<file path="src/rtl/axi4_lite_master_ctrl.sv">
// ---------------------------------------------------------------------------
// axi4_lite_master_ctrl : single-outstanding AXI4-Lite master sequencer.
// Revision 1.0
// ---------------------------------------------------------------------------
`default_nettype none

module axi4_lite_master_ctrl #(
    parameter int          ADDR_W = 32,
    parameter int          DATA_W = 32,
    parameter logic [2:0]  PROT   = 3'b000
) (
    input  logic                  clk,
    input  logic                  reset,

    input  logic                  cmd_valid,
    output logic                  cmd_ready,
    input  logic                  cmd_write,
    input  logic [ADDR_W-1:0]     cmd_addr,
    input  logic [DATA_W-1:0]     cmd_wdata,
    input  logic [DATA_W/8-1:0]   cmd_wstrb,

    output logic                  rsp_valid,
    input  logic                  rsp_ready,
    output logic [DATA_W-1:0]     rsp_rdata,
    output logic [1:0]            rsp_resp,

    output logic [ADDR_W-1:0]     awaddr,
    output logic [2:0]            awprot,
    output logic                  awvalid,
    input  logic                  awready,

    output logic [DATA_W-1:0]     wdata,
    output logic [DATA_W/8-1:0]   wstrb,
    output logic                  wvalid,
    input  logic                  wready,

    input  logic [1:0]            bresp,
    input  logic                  bvalid,
    output logic                  bready,

    output logic [ADDR_W-1:0]     araddr,
    output logic [2:0]            arprot,
    output logic                  arvalid,
    input  logic                  arready,

    input  logic [DATA_W-1:0]     rdata,
    input  logic [1:0]            rresp,
    input  logic                  rvalid,
    output logic                  rready
);

    typedef enum logic [2:0] {
        S_IDLE    = 3'd0,
        S_WR      = 3'd1,
        S_WR_RESP = 3'd2,
        S_RD_ADDR = 3'd3,
        S_RD_DATA = 3'd4,
        S_RSP     = 3'd5
    } state_t;

    state_t state;
    state_t state_nxt;

    logic cmd_accept;
    logic aw_fin;
    logic w_fin;

    // cmd_ready is gated by reset so that every output reads 0 while held in reset.
    assign cmd_ready  = reset && (state == S_IDLE);
    assign cmd_accept = cmd_valid && cmd_ready;
    assign bready     = (state == S_WR_RESP);
    assign rready     = (state == S_RD_DATA);
    assign rsp_valid  = (state == S_RSP);
    assign awprot     = PROT;
    assign arprot     = PROT;

    // A channel is finished once its valid has dropped, or it handshakes now.
    assign aw_fin = !awvalid || awready;
    assign w_fin  = !wvalid  || wready;

    always_ff @(posedge clk or negedge reset) begin
        if (!reset) begin
            state <= S_IDLE;
        end else begin
            state <= state_nxt;
        end
    end

    always_comb begin
        state_nxt = state;
        case (state)
            S_IDLE: begin
                if (cmd_accept) begin
                    state_nxt = cmd_write ? S_WR : S_RD_ADDR;
                end
            end
            S_WR: begin
                if (aw_fin && w_fin) begin
                    state_nxt = S_WR_RESP;
                end
            end
            S_WR_RESP: begin
                if (bvalid) begin
                    state_nxt = S_RSP;
                end
            end
            S_RD_ADDR: begin
                if (arready) begin
                    state_nxt = S_RD_DATA;
                end
            end
            S_RD_DATA: begin
                if (rvalid) begin
                    state_nxt = S_RSP;
                end
            end
            S_RSP: begin
                if (rsp_ready) begin
                    state_nxt = S_IDLE;
                end
            end
            default: state_nxt = S_IDLE;
        endcase
    end

    always_ff @(posedge clk or negedge reset) begin
        if (!reset) begin
            awaddr    <= '0;
            awvalid   <= 1'b0;
            wdata     <= '0;
            wstrb     <= '0;
            wvalid    <= 1'b0;
            araddr    <= '0;
            arvalid   <= 1'b0;
            rsp_rdata <= '0;
            rsp_resp  <= 2'b00;
        end else begin
            if (cmd_accept) begin
                if (cmd_write) begin
                    awaddr  <= cmd_addr;
                    wdata   <= cmd_wdata;
                    wstrb   <= cmd_wstrb;
                    awvalid <= 1'b1;
                    wvalid  <= 1'b1;
                end else begin
                    araddr  <= cmd_addr;
                    arvalid <= 1'b1;
                end
            end

            if (awvalid && awready) begin
                awvalid <= 1'b0;
            end
            if (wvalid && wready) begin
                wvalid <= 1'b0;
            end
            if (arvalid && arready) begin
                arvalid <= 1'b0;
            end

            if ((state == S_WR_RESP) && bvalid) begin
                rsp_rdata <= '0;
                rsp_resp  <= bresp;
            end
            if ((state == S_RD_DATA) && rvalid) begin
                rsp_rdata <= rdata;
                rsp_resp  <= rresp;
            end
        end
    end

endmodule

`default_nettype wire

</file>
<file path="config.mk">
export PLATFORM = sky130hd
export DESIGN_NAME = axi4_lite_master_ctrl
export DESIGN_NICKNAME = d
export VERILOG_FILES = /design/src/rtl/axi4_lite_master_ctrl.sv
export SDC_FILE = /design/constraint.sdc
export NUM_CORES = 1
export LEC_CHECK = 0
export ABC_AREA = 1
export CAP_MARGIN = 20
export CELL_PAD_IN_SITES_DETAIL_PLACEMENT = 1
export CELL_PAD_IN_SITES_GLOBAL_PLACEMENT = 1
export CORE_MARGIN = 10
export CORE_UTILIZATION = 30
export DETAILED_ROUTE_END_ITERATION = 12
export PLACE_DENSITY_LB_ADDON = 0.3
export SLEW_MARGIN = 15
export SYNTH_ARGS = -nofsm -noshare
export SYNTH_HDL_FRONTEND = slang
export SYNTH_SLANG_ARGS = --single-unit
</file>
<file path="constraint.sdc">
create_clock -name clk -period 2 [get_ports clk]
set_clock_uncertainty 0.05 [all_clocks]
set_input_delay 0.5 -clock clk [delete_from_list [all_inputs] [get_ports clk]]
set_output_delay 0.5 -clock clk [all_outputs]
set_load 0.05 [all_outputs]
</file>
==> metrics.md <==
| Metric | Value |
|---|---|
| Slowest CP cell | dfrtp_1 |
| Critical path peak fanout | 6 |
| Number of cell rows | 50 |
| Initial antenna violation count | 1 |
| Required arrival time at the worst endpoint | 1.45 ns |
| Starting density of the core | ~31% |
| Via count normalized by instance count | 4.60 |
| Global Route Usage Sum | between 15 and 20% |
| Hpwl dp | 14.8 mm |
| Min Clock Period, post-route | 1.96 ns |
| Die Outline Area | roughly 0.025 mm2 |
| Total wire length | 20.2 mm |
| Post-synthesis cell area | 0.00575 mm2 |
| Area growth from synthesis to final layout | 54.3% |
| Actual slew at the worst max-slew pin | 0.800 ns |
| Post-detailed-placement cell area | 0.00819 mm2 |
| Synth cell types | 23 |
| Max_slew headroom | 46.7% |
| Number of antenna cells inserted | 0 |
| Num ports | roughly 260 |
| Count of final setup violators | 0 |
| Design Power | around 19000 uW |
| Largest net degree at the start of global routing | 141 |
| Clock root buffer | clkbuf_16 |
| Period utilisation layout | 97.8% |
| Cell chain of the critical path | inv_1 -> nand2_4 -> nor2_4 -> buf_12 |
| Power density over the cells | 2110 mW/mm2 |
| Library cell with the highest instance count after synthesis | nand2_1 |
| End-of-flow core utilization | 47.2% |
| Fmax | about 510 MHz |
| Peak supply drop | 770 uV |
| Leftover overflow at the end of global routing | 0 |
| Syn. warnings | 0 |
| Synthesized instance count | 615 |
| Most numerous cell types in the synthesized netlist | nand2_1, dfrtp_1, nand3_1, inv_1, o21ai_0 |
| RSZ-0062 raised after global routing | yes |
| Startpoint Class | register |
| Slowest stage delay, CP | 0.44 ns |
| Maximum clock insertion buffer count | 2 |
| Area of the core region | 0.0188 mm2 |
| Fraction of the yosys area taken by sequential cells | between 60 and 70% |
| H-tree depth | 4 |
| Hold Vio Cnt, Final | 0 |
| Cell types with the largest area share after synthesis | dfrtp_1, nand2_1, nand3_1 |
| Cts hold-fix bufs | 0 |
| Net total in the final layout | 977 |
| Sort of element at the end of the critical path | output pin |
| Layout cells sized above 1 | 25.5% |
| TritonCTS clock tree | done |
| Cell family with most CP delay | flip-flops |
| Final Max Slew Viols | 0 |
| Post-CTS clock slew at the launch and capture registers of the worst setup and hold paths | around 0.060 ns |
| Cell accounting for the most synthesized area | dfrtp_1 |
| Final design instance area without fill | 0.00887 mm2 |
| Max_cap viols | 0 |
| Number of flops mapped to enable cells by yosys | 0 |
| Run status | complete, no violations |
| ANT nets after route | 0 |
| Total of buffers placed on input and output ports | 254 |
| Via count of the first global-routing pass | 5358 |
| Gpl congestion | 0.789 |
| Count of unresolved DRC violations after routing | 0 |
| Arr. time, crit path | 1.41 ns |
| Syn avg cell area | 9.34 um2 |
| Buffers and inverters on the worst path | 2 |
| Cell leakage power | 0.00460 uW |
| Total number of clock tree sinks | 140 |
| Average detailed-routed wire length per instance | 18.2 um |
| Total via count after detailed routing | 5105 |
| Total iterations of the first detailed-routing run | 4 |
| Worst reg-to-reg path cell count | 7 |
| First-pass GRT wire length | 30.9 mm |
| Instance count on the critical path | 4 |
| Number of DRC markers in iteration 0 | 270 |
| Die X | 158 um |
| Fraction of registers with async set or reset after synthesis | 100% |
| Hold Crit Class | input port to asynchronous set/reset pin |
| Num CTS Buffers | 17 |
| #FFs+latches synth | 140 |
| Classification of the worst setup path | register to output pin |
| Top_reg_cell synth | dfrtp_1 |
| Clock latency reported for the late side of the worst-skew pair | ~0.40 ns |
| Share of Yosys cell area claimed by the top area cell type | 61.0% |
| Die Y | roughly 160 um |
| Number of filler cells placed in the layout | 2135 |
| Final-layout setup total negative slack | 0 ns |
## sequential cells by signal, indices dropped and copies added (netlist names)
name	count
araddr	32
arvalid	1
awaddr	32
awvalid	1
rsp_rdata	32
rsp_resp	2
state	3
wdata	32
wstrb	4
wvalid	1
## worst paths after layout
| path | startpoint | endpoint | slack, ns |
|---|---|---|---|
| min in group clk | wdata[16] | wdata[16] | 0.42 |
| worst min register to register | wdata[16] | wdata[16] | 0.42 |
| worst max-delay path | state[2] | cmd_ready | 0.04 |
| worst min-delay path | reset | wdata[4] | 0.18 |
| worst max register to register | state[2] | awaddr[15] | 0.31 |
| max in group asynchronous | reset | awaddr[17] | 1.10 |
## metrics by stage
| stage | hold WS, ns | setup WS, ns | instances |
|---|---|---|---|
| 6_report | 0.181 | 0.0437 | 1110 |
| 5_1_grt | 0.202 | -0.0367 | 1110 |
| 4_1_cts | 0.251 | -0.00169 | 1108 |
| 3_5_place_dp | 0.410 | -0.0489 | 1076 |
| 3_3_place_gp | 0.406 | 0.00866 | 1076 |
| 2_1_floorplan | 0.154 | 0.0533 | 620 |
## power breakdown
part / switching (uW) / internal (uW)
Combinational: 7300 / 2910
Clock: 1250 / 2130
Sequential: 848 / 4250
## cell families after synthesis
group           count (synthesis)  share of synthesized area, %
simple gates                  311                          23.4
other cells                     1                        0.0653
flops                         140                          61.0
compound gates                 72                          7.84
buf+inv                        91                          7.69
## cell usage in the layout (no fill, tap or decap), drive strengths merged
master,synthesis,final
nand4,3,3
o211ai,1,1
o21ai,69,69
o22ai,1,1
a21oi,1,1
nand3,109,109
conb,1,6
bufinv,0,4
dfrtp,140,140
clkdlybuf4s50,0,112
nor2,8,8
clkinv,1,4
buf,23,158
nand3b,2,2
nand2,187,187
inv,44,48
nor3,2,2
clkbuf,23,19
clkinvlp,0,2
## per-layer routing
metal	share of wire, %	vias up	GRT usage, %
li1	-	2470	-
met1	42	2458	19.5
met2	48	160	25.0
met3	9.1	17	6.07
met4	1.3	0	4.54
met5	0	-	0
## cell type report
class	count	area, um2	area share [%]
Inverter	45	169	1.91
Clock inverter	13	189	2.13
Clock buffer	19	443	5.00
Timing Repair Buffer	270	2430	27.4
Multi-Input combinational cell	389	1840	20.7
Tap cell	234	293	3.30
Sequential cell	140	3510	39.5
## timing repair
action	in CTS	in global routing
resized for setup	6	4
setup endpoints to repair	4	4
setup buffers	0	2
pin swaps	0	0
Power figures use the tool's default switching activity.
